--- src/rtl/control_sequencer.sv ---
// control_sequencer: microcode-style control unit for a small accumulator CPU.
// The only state is the T-state counter and the halted flag. All control
// outputs are a combinational decode of (tstate, opcode, flags), gated off
// while run is low, after HLT, or during reset.
// Optional feature: define CONDITIONAL_JUMP_EN to enable JC(7) and JZ(8).
// Without it, opcodes 7 and 8 decode as NOP.
//
// state | meaning
// ------+------------------------------------------------
// T0    | fetch: PC onto bus, load MAR
// T1    | fetch: RAM into IR, increment PC
// T2    | execute step 1 (operand address / immediate / jump)
// T3    | execute step 2 (LDA, ADD, SUB, STA only)
// T4    | execute step 3 (ADD, SUB only)

module control_sequencer (
    input  logic       clk,
    input  logic       rst,
    input  logic       run,
    input  logic [3:0] opcode,
    input  logic       flag_c,
    input  logic       flag_z,
    output logic       pc_oe,
    output logic       pc_ie,
    output logic       pc_step,
    output logic       mar_ie,
    output logic       ram_oe,
    output logic       ram_ie,
    output logic       ir_ie,
    output logic       ir_oe,
    output logic       a_ie,
    output logic       a_oe,
    output logic       b_ie,
    output logic       alu_oe,
    output logic       alu_sub,
    output logic       flags_ie,
    output logic       out_ie,
    output logic [2:0] tstate,
    output logic       halted
);

    typedef enum logic [2:0] {
        T0 = 3'd0,
        T1 = 3'd1,
        T2 = 3'd2,
        T3 = 3'd3,
        T4 = 3'd4
    } tstate_t;

    localparam logic [3:0] OP_LDA = 4'd1;
    localparam logic [3:0] OP_ADD = 4'd2;
    localparam logic [3:0] OP_SUB = 4'd3;
    localparam logic [3:0] OP_STA = 4'd4;
    localparam logic [3:0] OP_LDI = 4'd5;
    localparam logic [3:0] OP_JMP = 4'd6;
    localparam logic [3:0] OP_JC  = 4'd7;
    localparam logic [3:0] OP_JZ  = 4'd8;
    localparam logic [3:0] OP_OUT = 4'd14;
    localparam logic [3:0] OP_HLT = 4'd15;

    tstate_t state;
    tstate_t last_step;
    logic    active;

    assign tstate = state;
    assign active = run && !halted && !rst;

`ifndef CONDITIONAL_JUMP_EN
    // Flags only steer conditional jumps; keep them referenced when those are compiled out.
    logic flags_unused;
    assign flags_unused = flag_c ^ flag_z;
`endif

    // Final microstep of the current instruction; anything else ends at T2.
    always_comb begin
        last_step = T2;
        case (opcode)
            OP_LDA, OP_STA: last_step = T3;
            OP_ADD, OP_SUB: last_step = T4;
            default:        last_step = T2;
        endcase
    end

    // T-state advance and halt latch; >= guards against an opcode that changes mid-instruction.
    always_ff @(posedge clk or posedge rst) begin
        if (rst) begin
            state  <= T0;
            halted <= 1'b0;
        end else if (halted) begin
            state <= T0;
        end else if (run) begin
            if (state == T2 && opcode == OP_HLT) begin
                halted <= 1'b1;
                state  <= T0;
            end else if (state >= last_step) begin
                state <= T0;
            end else begin
                state <= tstate_t'(state + 3'd1);
            end
        end
    end

    // Control word decode for the current microstep.
    always_comb begin
        pc_oe    = 1'b0;
        pc_ie    = 1'b0;
        pc_step  = 1'b0;
        mar_ie   = 1'b0;
        ram_oe   = 1'b0;
        ram_ie   = 1'b0;
        ir_ie    = 1'b0;
        ir_oe    = 1'b0;
        a_ie     = 1'b0;
        a_oe     = 1'b0;
        b_ie     = 1'b0;
        alu_oe   = 1'b0;
        alu_sub  = 1'b0;
        flags_ie = 1'b0;
        out_ie   = 1'b0;
        if (active) begin
            case (state)
                T0: begin
                    pc_oe  = 1'b1;
                    mar_ie = 1'b1;
                end
                T1: begin
                    ram_oe  = 1'b1;
                    ir_ie   = 1'b1;
                    pc_step = 1'b1;
                end
                T2: begin
                    case (opcode)
                        OP_LDA, OP_ADD, OP_SUB, OP_STA: begin
                            ir_oe  = 1'b1;
                            mar_ie = 1'b1;
                        end
                        OP_LDI: begin
                            ir_oe = 1'b1;
                            a_ie  = 1'b1;
                        end
                        OP_JMP: begin
                            ir_oe = 1'b1;
                            pc_ie = 1'b1;
                        end
`ifdef CONDITIONAL_JUMP_EN
                        OP_JC: begin
                            ir_oe = flag_c;
                            pc_ie = flag_c;
                        end
                        OP_JZ: begin
                            ir_oe = flag_z;
                            pc_ie = flag_z;
                        end
`endif
                        OP_OUT: begin
                            a_oe   = 1'b1;
                            out_ie = 1'b1;
                        end
                        default: ;
                    endcase
                end
                T3: begin
                    case (opcode)
                        OP_LDA: begin
                            ram_oe = 1'b1;
                            a_ie   = 1'b1;
                        end
                        OP_ADD, OP_SUB: begin
                            ram_oe = 1'b1;
                            b_ie   = 1'b1;
                        end
                        OP_STA: begin
                            a_oe   = 1'b1;
                            ram_ie = 1'b1;
                        end
                        default: ;
                    endcase
                end
                T4: begin
                    if (opcode == OP_ADD || opcode == OP_SUB) begin
                        alu_oe   = 1'b1;
                        a_ie     = 1'b1;
                        flags_ie = 1'b1;
                        alu_sub  = (opcode == OP_SUB);
                    end
                end
                default: ;
            endcase
        end
    end

endmodule

--- config.mk ---
export PLATFORM = sky130hd
export DESIGN_NAME = control_sequencer
export DESIGN_NICKNAME = d
export VERILOG_FILES = /design/src/rtl/control_sequencer.sv
export SDC_FILE = /design/constraint.sdc
export NUM_CORES = 1
export LEC_CHECK = 0
export ABC_AREA = 1
export CORE_MARGIN = 2
export CORE_UTILIZATION = 41
export CTS_CLUSTER_DIAMETER = 50
export CTS_CLUSTER_SIZE = 14
export DETAILED_ROUTE_END_ITERATION = 10
export PLACE_DENSITY = 0.8
export SYNTH_ARGS = -nofsm -noshare
export SYNTH_HDL_FRONTEND = slang
export SYNTH_SLANG_ARGS = --single-unit
--- constraint.sdc ---
create_clock -name clk -period 3.8 [get_ports clk]
set_clock_uncertainty 0.15 [all_clocks]
set_input_delay 0.95 -clock clk [delete_from_list [all_inputs] [get_ports clk]]
set_output_delay 0.95 -clock clk [all_outputs]
set_load 0.005 [all_outputs]
==> summary.txt <==
Flow run
  • Max Cap Violations: 0

Cells and area
  • Layout Utilization: 0.6754
  • Final nets: 135
  • Final Instance Area: 900.9 sq um
  • Layout area overhead: 50.31%
  • Layout cells sized above 1: 0.2241
  • # diodes: 0
  • # fillers: 109

STA
  • Setup ws final: 91.52 ps
  • Final hold vios: 0
  • Fmax: 269.7 MHz
  • Max-slew violations: 0
  • Final cycle utilization of the critical path: 0.9759
  • RSZ-0062 raised after global routing: no
  • Setup TNS: 0 ps
  • Slew @ Worst Pin: 364.1 ps
  • Final Critical Period: 3708 ps
  • Final setup fails: 0
  • Slew headroom: 0.7562

Worst setup path
  • Setup crit start kind: primary input
  • CP Class: in -> out
  • Worst path required time: 2700 ps
  • CP max FO: 6
  • Worst Setup End Kind: output port
  • Arrival time at the worst endpoint: 2610 ps

Synthesis
  • Most frequent cells after synthesis: nand2_1 (17), nor2_1 (12), inv_1 (9), ha_1 (8), nand3_1 (6)
  • Mean Syn Cell Area: 6.811 sq um
  • Post-Syn Area: 599.3 sq um
  • Post-synthesis register bit count: 4
  • Post-synth EDFFs: 0
  • Most area-hungry cell type in the Yosys netlist: dfrtp_1
  • Seq/Total Area, Yosys: 0.1670
  • Post-Syn Nets: 105
  • Share of async-settable or async-resettable flops after synthesis: 1.000
  • Top post-synthesis cells by area: dfrtp_1 (17%), ha_1 (17%), nand2_1 (11%)
  • Post-synthesis instance total: 88
  • Top-area cell type share of the netlist area: 0.1670
  • Netlist cell types: 26
  • Synth warn: 0
  • Primary FF master, synth: dfrtp_1
  • Top-count cell post-synth: nand2_1

GRT
  • Vias in the first global route: 636
  • First-pass GRT wire length: 2.635 mm
  • Largest net degree at the start of global routing: 10
  • Total track usage: 0.1867
  • Initial antenna violation count: 0
  • Global route total overflow: 0

Clock network
  • Reg clk slew, reported paths: 40 ps
  • Max H-tree Level: 1
  • CTS tree: done
  • Sink Count: 4
  • Clock Path Buffers: 2
  • Clock Latency Late Sink: 230 ps
  • Root buf cell: clkbuf_4
  • CTS buffer count: 3

Floorplanning
  • Die Height: 42.24 um
  • Placement Rows: 13
  • Overall die width: 42.24 um
  • Core Box Area: 0.001334 sq mm
  • # IOs: 28
  • Die ar.: 0.001784 sq mm
  • Initial Utilization: 0.4493

Route
  • Routed wire length: 1.464 mm
  • 1st-iter DRT viols: 16
  • DRT Pass-1 Iters: 4
  • DR vias/cell: 5.069
  • Routed WL per cell: 11.18 um
  • Residual DRC: 0
  • Vias post-DR: 664
  • Antenna Nets Post-Route: 0

Worst hold path
  • Worst hold path type: reg -> reg

Status
  • Status: finished clean

Power
  • Pwr dens: 463.3 mW/mm^2
  • Total power: 0.0004174 W
  • VDD IR max: 0.4345 mV
  • P_leak: 0.3998 nW

Placed design
  • Port bufs: 25
  • DP HPWL: 1.204 mm
  • Area after DPL: 860.8 sq um
  • Dpl ws: 105.6 ps
  • Final Wtd Congestion: 0.8164
## registers in the layout, summed over array words and instances (netlist names)
name and flops:
halted 1, tstate 3
## area by class of cell
class,instances,area [sq um],share of cell area
clock buffer,3,22.52,0.02500
inverter,13,50.05,0.05556
tap,15,18.77,0.02083
multi-input combinational,69,441.7,0.4903
timing repair buffer,27,267.8,0.2972
sequential,4,100.1,0.1111
## where the power goes
part           internal (W)  switching, W
combinational      0.000128      0.000140
sequential        0.0000623     0.0000366
clock             0.0000352     0.0000152
total              0.000226      0.000191
## cells by family (layout without fill, tap and decap cells)
group	after synthesis	in the layout	synth area share
buffers and inverters	15	43	0.1085
DFF	4	4	0.1670
adders and majority gates	8	8	0.1670
and+or+nand+nor	48	48	0.4113
AOI/OAI and AO/OA	13	13	0.1461
## metrics by stage
stage,hold slack [ps],instances
2_1_floorplan,415.9,88
3_3_place_gp,419.9,127
4_1_cts,457.2,130
6_report,462.9,131
3_5_place_dp,458.5,127
5_1_grt,511.2,131
## worst max-delay path, stage by stage
cell and delay (ps):
clkdlybuf4s50_1 610, nand2_1 150, a21oi_1 190, nor2_1 60, a21oi_1 140, clkdlybuf4s50_1 520
## routing by layer
layer  vias to the layer above  GRT usage  share of wire
li1                        348          -              -
met1                       292     0.2219           0.45
met2                        22     0.3077           0.48
met3                         2    0.04310          0.043
met4                         0     0.1000          0.018
met5                         -          0              0
## final timing paths
kind	start	end	slack, ps	depth (start not counted)
worst max-delay path	opcode[1]	ir_oe	90	6
worst min-delay path	halted$_DFF_PP0_	halted$_DFF_PP0_	460	1
worst max register to register	tstate[2]$_DFFE_PP0P_	tstate[0]$_DFFE_PP0P_	2180	4
worst min register to register	halted$_DFF_PP0_	halted$_DFF_PP0_	460	1
max in group asynchronous	rst	tstate[2]$_DFFE_PP0P_	2500	3
min in group asynchronous	rst	tstate[0]$_DFFE_PP0P_	900	3
## layout by cell type, fill, tap and decap left out, drive strengths merged, types with 2 or more instances in the layout
| cell type | n |
|---|---|
| nand2 | 22 |
| inv | 12 |
| a21oi | 5 |
| o22ai | 2 |
| clkbuf | 3 |
| nor3 | 2 |
| nor2 | 14 |
| clkdlybuf4s50 | 24 |
| nand3 | 8 |
| dfrtp | 4 |
| ha | 8 |
| o21ai | 4 |
| buf | 2 |
## timing repair
item | 4_1_cts | 5_1_grt
hold buffers | 0 | 0
gates resized for setup | 0 | 4
setup buffers | 0 | 1
endpoints found under the setup margin | 0 | 8
No activity file was read; power rests on OpenSTA's default activity.
